[src/rtl/usr_shift_ctrl_if.sv]
// Command channel between the host/serial-link FSM and usr_shift_ctrl.
// The host drives the master side; the controller answers on the slave side.
interface usr_shift_ctrl_if #(
  parameter int CNT_W = 3
);
  logic             cmd_valid;
  logic             cmd_ready;
  logic [1:0]       cmd_op;
  logic [CNT_W-1:0] cmd_cnt;

  modport master (output cmd_valid, output cmd_op, output cmd_cnt, input cmd_ready);
  modport slave  (input cmd_valid, input cmd_op, input cmd_cnt, output cmd_ready);
endinterface

[src/rtl/usr_shift_ctrl.sv]
// Command sequencer for a universal shift register: load, shift right/left, rotate right.
// Optional abort input/aborted flag are built when USR_SHIFT_CTRL_ABORT_EN is defined.
module usr_shift_ctrl #(
  parameter int REG_W = 4,
  parameter int CNT_W = $clog2(REG_W) + 1
) (
  input  logic             clk,
  input  logic             reset,
  usr_shift_ctrl_if.slave  cmd,
  input  logic             ser_in,
  input  logic             sr_tap,
  input  logic             sl_tap,
  output logic [1:0]       s,
  output logic             sr,
  output logic             sl,
  output logic             busy,
  output logic             done,
  output logic             ser_out,
  output logic             ser_out_valid
`ifdef USR_SHIFT_CTRL_ABORT_EN
  ,
  input  logic             abort,
  output logic             aborted
`endif
);

  typedef enum logic [1:0] {IDLE, LOAD, SHIFT, DONE} state_e;

  state_e           state_q, state_d;
  logic [1:0]       op_q, op_d;
  logic [CNT_W-1:0] cnt_q, cnt_d;
  logic             ready_q, ready_d;
  logic             abort_hit;

`ifdef USR_SHIFT_CTRL_ABORT_EN
  logic aborted_q, aborted_d;

  assign abort_hit = abort && (state_q == LOAD || state_q == SHIFT);
  assign aborted_d = abort_hit;
  assign aborted   = aborted_q;
`else
  assign abort_hit = 1'b0;
`endif

  always_comb begin
    state_d = state_q;
    op_d    = op_q;
    cnt_d   = cnt_q;
    case (state_q)
      IDLE: begin
        if (cmd.cmd_valid && ready_q) begin
          op_d  = cmd.cmd_op;
          cnt_d = cmd.cmd_cnt;
          if (cmd.cmd_op == 2'b00)
            state_d = LOAD;
          else if (cmd.cmd_cnt != '0)
            state_d = SHIFT;
          else
            state_d = DONE;
        end
      end
      LOAD:  state_d = DONE;
      SHIFT: begin
        cnt_d = cnt_q - CNT_W'(1);
        if (cnt_q == CNT_W'(1))
          state_d = DONE;
      end
      DONE:  state_d = IDLE;
      default: state_d = IDLE;
    endcase
    if (abort_hit)
      state_d = DONE;
    // Ready is registered so it stays low through reset and the first edge after release.
    ready_d = (state_d == IDLE);
  end

  always_ff @(posedge clk or negedge reset) begin
    if (!reset) begin
      state_q   <= IDLE;
      op_q      <= 2'b00;
      cnt_q     <= '0;
      ready_q   <= 1'b0;
`ifdef USR_SHIFT_CTRL_ABORT_EN
      aborted_q <= 1'b0;
`endif
    end else begin
      state_q   <= state_d;
      op_q      <= op_d;
      cnt_q     <= cnt_d;
      ready_q   <= ready_d;
`ifdef USR_SHIFT_CTRL_ABORT_EN
      aborted_q <= aborted_d;
`endif
    end
  end

  // Rotate right feeds the outgoing LSB back into SR, so counts past REG_W just wrap.
  always_comb begin
    s       = 2'b00;
    sr      = 1'b0;
    sl      = 1'b0;
    ser_out = 1'b0;
    case (state_q)
      LOAD:  s = 2'b11;
      SHIFT: begin
        case (op_q)
          2'b01: begin
            s       = 2'b01;
            sr      = ser_in;
            ser_out = sr_tap;
          end
          2'b10: begin
            s       = 2'b10;
            sl      = ser_in;
            ser_out = sl_tap;
          end
          2'b11: begin
            s       = 2'b01;
            sr      = sr_tap;
            ser_out = sr_tap;
          end
          default: s = 2'b00;
        endcase
      end
      default: s = 2'b00;
    endcase
  end

  assign busy          = (state_q == LOAD) || (state_q == SHIFT);
  assign done          = (state_q == DONE);
  assign ser_out_valid = (state_q == SHIFT);
  assign cmd.cmd_ready = ready_q;

endmodule

[src/flat_wrapper.sv]
// flat-port wrapper written by rule: the top's interface ports become plain ports
module usr_shift_ctrl_flat 
#(
  parameter int REG_W = 4,
  parameter int CNT_W = $clog2(REG_W) + 1
)
  (clk, reset, ser_in, sr_tap, sl_tap, s, sr, sl, busy, done, ser_out, ser_out_valid, cmd_cmd_valid, cmd_cmd_op, cmd_cmd_cnt, cmd_cmd_ready);
  usr_shift_ctrl_if #(.CNT_W(CNT_W)) cmd_i ();
  input  logic clk;
  input  logic reset;
  input  logic ser_in;
  input  logic sr_tap;
  input  logic sl_tap;
  output logic [1:0] s;
  output logic sr;
  output logic sl;
  output logic busy;
  output logic done;
  output logic ser_out;
  output logic ser_out_valid;
  input wire logic [$bits(cmd_i.cmd_valid)-1:0] cmd_cmd_valid;
  input wire logic [$bits(cmd_i.cmd_op)-1:0] cmd_cmd_op;
  input wire logic [$bits(cmd_i.cmd_cnt)-1:0] cmd_cmd_cnt;
  output wire logic [$bits(cmd_i.cmd_ready)-1:0] cmd_cmd_ready;
  assign cmd_i.cmd_valid = cmd_cmd_valid;
  assign cmd_i.cmd_op = cmd_cmd_op;
  assign cmd_i.cmd_cnt = cmd_cmd_cnt;
  assign cmd_cmd_ready = cmd_i.cmd_ready;
  usr_shift_ctrl #(.REG_W(REG_W), .CNT_W(CNT_W)) u_core (.clk(clk), .reset(reset), .cmd(cmd_i), .ser_in(ser_in), .sr_tap(sr_tap), .sl_tap(sl_tap), .s(s), .sr(sr), .sl(sl), .busy(busy), .done(done), .ser_out(ser_out), .ser_out_valid(ser_out_valid));
endmodule
[config.mk]
export PLATFORM = sky130hd
export DESIGN_NAME = usr_shift_ctrl_flat
export DESIGN_NICKNAME = d
export VERILOG_FILES = /design/src/rtl/usr_shift_ctrl_if.sv /design/src/rtl/usr_shift_ctrl.sv /design/src/flat_wrapper.sv
export SDC_FILE = /design/constraint.sdc
export NUM_CORES = 1
export LEC_CHECK = 0
export ABC_AREA = 0
export BUFFER_PORTS_ARGS = -buffer_cell sky130_fd_sc_hd__buf_2
export CAP_MARGIN = 30
export CORE_AREA = 3 3 40 42
export CTS_BUF_LIST = sky130_fd_sc_hd__clkbuf_4 sky130_fd_sc_hd__clkbuf_8
export CTS_CLUSTER_DIAMETER = 120
export DETAILED_ROUTE_END_ITERATION = 8
export DIE_AREA = 0 0 43 45
export PLACE_DENSITY = 0.83
export SETUP_SLACK_MARGIN = 0.5
export SYNTH_ARGS = -nofsm -noshare
export SYNTH_HDL_FRONTEND = slang
export SYNTH_SLANG_ARGS = --single-unit
[constraint.sdc]
create_clock -name clk -period 2.5 [get_ports clk]
set_input_delay 0.125 -clock clk [delete_from_list [all_inputs] [get_ports clk]]
set_output_delay 0.125 -clock clk [all_outputs]
set_load 0.1 [all_outputs]
# [Word-level counts from Yosys, hierarchy flattened]
# Index checks and enable logic that the tools add are counted.
[totals] mem_count=0 rom_bits=0 out_inout_bits=9 regBits=8 input_bits=11 latch_bits=0 ram_bits=0
[classes] reduce_logical=10 muxes=15 div_mod_pow=0 addsub=1 bitwise_logic=0 shift=0 n_eq_ne=8 multipliers=0 magnitude_cmp=0
[ops] cell="$eq 2x2->1 const B" n=4
[ops] cell="$pmux 2 s2" n=2
[ops] cell="$pmux 2 s4" n=1
[ops] cell="$logic_not 2->1" n=3
[ops] cell="$mux 2" n=3
[ops] cell="$pmux 3 s2" n=1
[ops] cell="$mux 1" n=5
[ops] cell="$eq 2x1->1 const B" n=2
[ops] cell="$pmux 1 s2" n=2
[ops] cell="$reduce_and 2->1" n=2
[ops] cell="$eq 3x1->1 const B" n=1
[ops] cell="$mux 3" n=1
[ops] cell="$reduce_bool 3->1" n=1
[ops] cell="$sub 3x1->3 const B" n=1
[ops] cell="$ne 2x1->1 const B" n=1
[ops] cell="$reduce_bool 2->1" n=1
[ops] cell="$reduce_or 2->1" n=1
[ops] cell="$logic_and 1x1->1" n=1
[ops] cell="$logic_or 1x1->1" n=1

# [Longest topological paths before layout]
[depth] depth_word=6 ltp_mapped=6 mapped_depth_nobuf=5

# [Worst setup path before layout]
# OpenSTA, ideal clock, no wires.
[synth_timing] path_type="reg-to-output" start="register u_core.state_q[0]" end="output port s[0]" t_arrival_ps=3096 stages_incl_launch_ff=6 slack_ps=-721 path_cell_list="dfrtp_1 > inv_1 > ha_1 > buf_2 > a21oi_1 > nor2b_1"
[synth_via] elab_chain_len=2 word_cells_on_any_way=3 classes_between="2 x eq/ne; 1 x mux"
[synth_lines] element="from (decl)" line="usr_shift_ctrl.sv:29" rtl="state_e state_q, state_d;"
[synth_lines] element="from (signal assigned)" line="usr_shift_ctrl.sv:87" rtl="state_q <= state_d;"
[synth_lines] element="$eq 2x2->1"
[synth_lines] element="net ser_out_valid" line="flat_wrapper.sv:20" rtl="output logic ser_out_valid;"
[synth_lines] element="$pmux 2 s2" line="usr_shift_ctrl.sv:103" rtl="case (state_q)"
[synth_lines] element="to (decl)" line="flat_wrapper.sv:14" rtl="output logic [1:0] s;"
# The timed path passes the listed nets, and every way through them passes these cells.

# [Final worst setup path]
[layout_timing] start="register u_core.state_q[0]" end="output port s[1]"
[layout_via] elab_chain_len=2 word_cells_on_any_way=3 classes_between="2 x eq/ne; 1 x mux"
[layout_lines] element="$eq 2x2->1 or $eq 2x1->1 (tied branches)" line="usr_shift_ctrl.sv:103"
[layout_lines] element="$pmux 2 s2 (*)" line="usr_shift_ctrl.sv:103"
# Every way passes the cells marked *; elsewhere a longest branch is shown, timed or not.

==> results.toml <==
[clock_network]
clk_latency_ns = 0.25
clockBufferDepth = 2
cts-root-buf = "clkbuf_4"
cts_tree = "built"
cts_resized = 0
htreeDepth = 1
cts_made_buffers = 3
cts.sinks = 8
path_clk_slew_ns = 0.05
post-cts-setup-buffers = 0

[global_routing]
grt_pass1_wl_um = 2194
grt_max_degree = 15
grt_pass1_vias = 507
gr-total-overflow = 0
antenna_found_initial = 0
grtUsageTotal_pct = 15.49

[logic_synthesis]
avgSynthCellArea_sq_um = 9.476
synth_xor_area_share_pct = 0
synth_top_family_by_area = "compound AO/OA/AOI/OAI gates"
synthCells = 61
yosysSeqAreaShare_pct = 34.63
ys_types = 23
synth_mux_area_share_pct = 9.091
yosysTopAreaCell = "dfrtp_1"
synth_compound_area_share_pct = 21.43
synth_top_area_share_pct = 34.63
synthTopCellsByArea = "dfrtp_1 35%, ha_1 15%, mux2i_1 5.2%"
yosysWarnings = 0
synth-simple-area-share_pct = 14.29
yosys.area_share.adder_pct = 15.15
synth.ff_latch_count = 8
synth_nets = 79
syn-cell-area_sq_um = 578.1

[floorplanning]
start_util_pct = 44.99
ios = 20
rows = 13
fp.coreArea_sq_um = 1285
die_h_um = 45
fp.dieW_um = 43
dieArea_sq_um = 1935

[layout]
area_delta_synth_final_pct = 31.60
layout-drive-gt1-share_pct = 39.76
antenna_cells = 0
final_nets = 103

[sta]
tns_ns = 0
hold_viol = 0
setup_violations = 0
rsz0062_at_grt = "false"
min_period_ns = 1.873
worst_slew_pin_slew_ns = 0.4864
period_share_pct = 74.92
timing.fmax_mhz = 533.9
fin_skew_ns = 0.004158
finalMaxSlewViolations = 0
relSlewSlack_pct = 67.80

[worst_setup_path]
crit_type = "register to output pin"
worstPathArrival_ns = 1.75
worst_setup_path_end_kind = "output pin"
startpoint_type = "register"
rrSetupSlack_ns = 0.91
crit_fanout = 14
required_ns = 2.38

[routing]
vias = 527
wl_per_cell_um = 12.83
wl_um = 1257
drc_errors = 0
viasPerCell = 5.378
firstDrtPassIters = 4
ant_nets = 0
drt_iter0_drc = 6

[placement]
hpwlAfterDp_um = 1036
portBuffers = 19
globalplace.congestion = 0.7839

[worst_hold_path]
hp-class = "input pin to register"

[status]
outcome = "finished, final reports clean"

[run]
max-cap-violations = 0
through the flow:
step	setup slack, ns	instance area (sq um)	hold WS (ns)	utilization (%)	std cells
after CTS	0.6273	760.7	0.1304	59.20	98
after global routing	0.5147	760.7	0.1446	59.20	98
after floorplan	0.5079	619.3	-0.1706	-	61
after detailed placement	0.9074	728.2	-0.02262	56.67	94
final	0.6270	760.7	0.1331	59.20	98
after global placement	0.9575	728.2	-0.02399	56.67	94
path summary, 6_finish.rpt:
path / startpoint / to / depth (start not counted)
max in group asynchronous: reset / u_core.op_q[0] / 2
min reg2reg: u_core.cnt_q[1] / u_core.cnt_q[1] / 2
min in group asynchronous: reset / u_core.cmd.cmd_ready / 2
min: cmd_cmd_op[1] / u_core.op_q[1] / 2
max reg2reg: u_core.state_q[0] / u_core.cnt_q[2] / 5
max: u_core.state_q[0] / s[1] / 5
registers in the layout, indices dropped and copies added (netlist names):
signal	count
u_core.cnt_q	3
u_core.state_q	2
u_core.cmd.cmd_ready	1
u_core.op_q	2
placed cells by master (no fill, tap or decap):
master / synthesis / layout
buf_2: 1 / 19
dfrtp_1: 8 / 8
inv_1: 7 / 7
nand2_1: 5 / 5
ha_1: 7 / 5
a21oi_1: 3 / 3
o211ai_1: 3 / 3
o21ai_0: 3 / 3
mux2i_1: 3 / 3
clkbuf_4: 0 / 3
nor2b_1: 4 / 2
nor2b_4: 0 / 2
o21a_1: 2 / 2
mux2_2: 2 / 2
nor2_1: 3 / 1
and2_1: 1 / 1
nor3_1: 1 / 1
o221ai_1: 1 / 1
a21boi_0: 1 / 1
a22oi_1: 1 / 1
nor2_2: 0 / 1
and3_2: 0 / 1
nor2_4: 0 / 1
nand3_2: 1 / 1
a2111oi_2: 1 / 1
o32ai_1: 1 / 1
a211o_1: 1 / 1
ha_2: 0 / 1
ha_4: 0 / 1
dlygate4sd3_1: 0 / 1
layer usage:
metal	vias up	global-route usage [%]	share of wire [%]
met5	-	0	0
met1	246	18.91	44
met3	5	2.390	6.8
li1	258	-	-
met4	0	7.229	1.8
met2	18	26.95	47
cells in the mapped netlist:
master and number:
inv_1 7, a22oi_1 1, o21ai_0 3, ha_1 7, mux2i_1 3, mux2_2 2
o211ai_1 3, and2_1 1, o32ai_1 1, nor3_1 1, a2111oi_2 1, nand2_1 5
and3_1 1, nand3_2 1, o21a_1 2, a211o_1 1, a21boi_0 1, dfrtp_1 8
nor2_1 3, a21oi_1 3, nor2b_1 4, o221ai_1 1, buf_2 1
cell families after synthesis:
| logic type | after synthesis |
|---|---|
| fa+ha+maj | 7 |
| compound gates | 17 |
| simple gates | 16 |
| flops | 8 |
| mux | 5 |
| buf+inv | 8 |
cell type report:
class,instances,area (sq um)
flip-flops and latches,8,200.2
repair buffers,20,105.1
inverters,7,26.28
well taps,15,18.77
fillers,116,524.3
multi-input cells,45,387.9
clock buffers,3,22.52
repair_timing:
action,in CTS,in global routing
endpoints found under the hold margin,8,0
hold buffers,1,0
endpoints found under the setup margin,0,0
critical path: stages, from the launching register on:
cell and delay [ns]:
dfrtp_1 0.42, inv_1 0.16, ha_4 0.24, a21oi_1 0.13, nor2b_4 0.12, buf_2 0.42
Power is left out: the tool's default activity adds up to more than one toggle a clock period on the data nets, which glitch-free logic cannot reach.
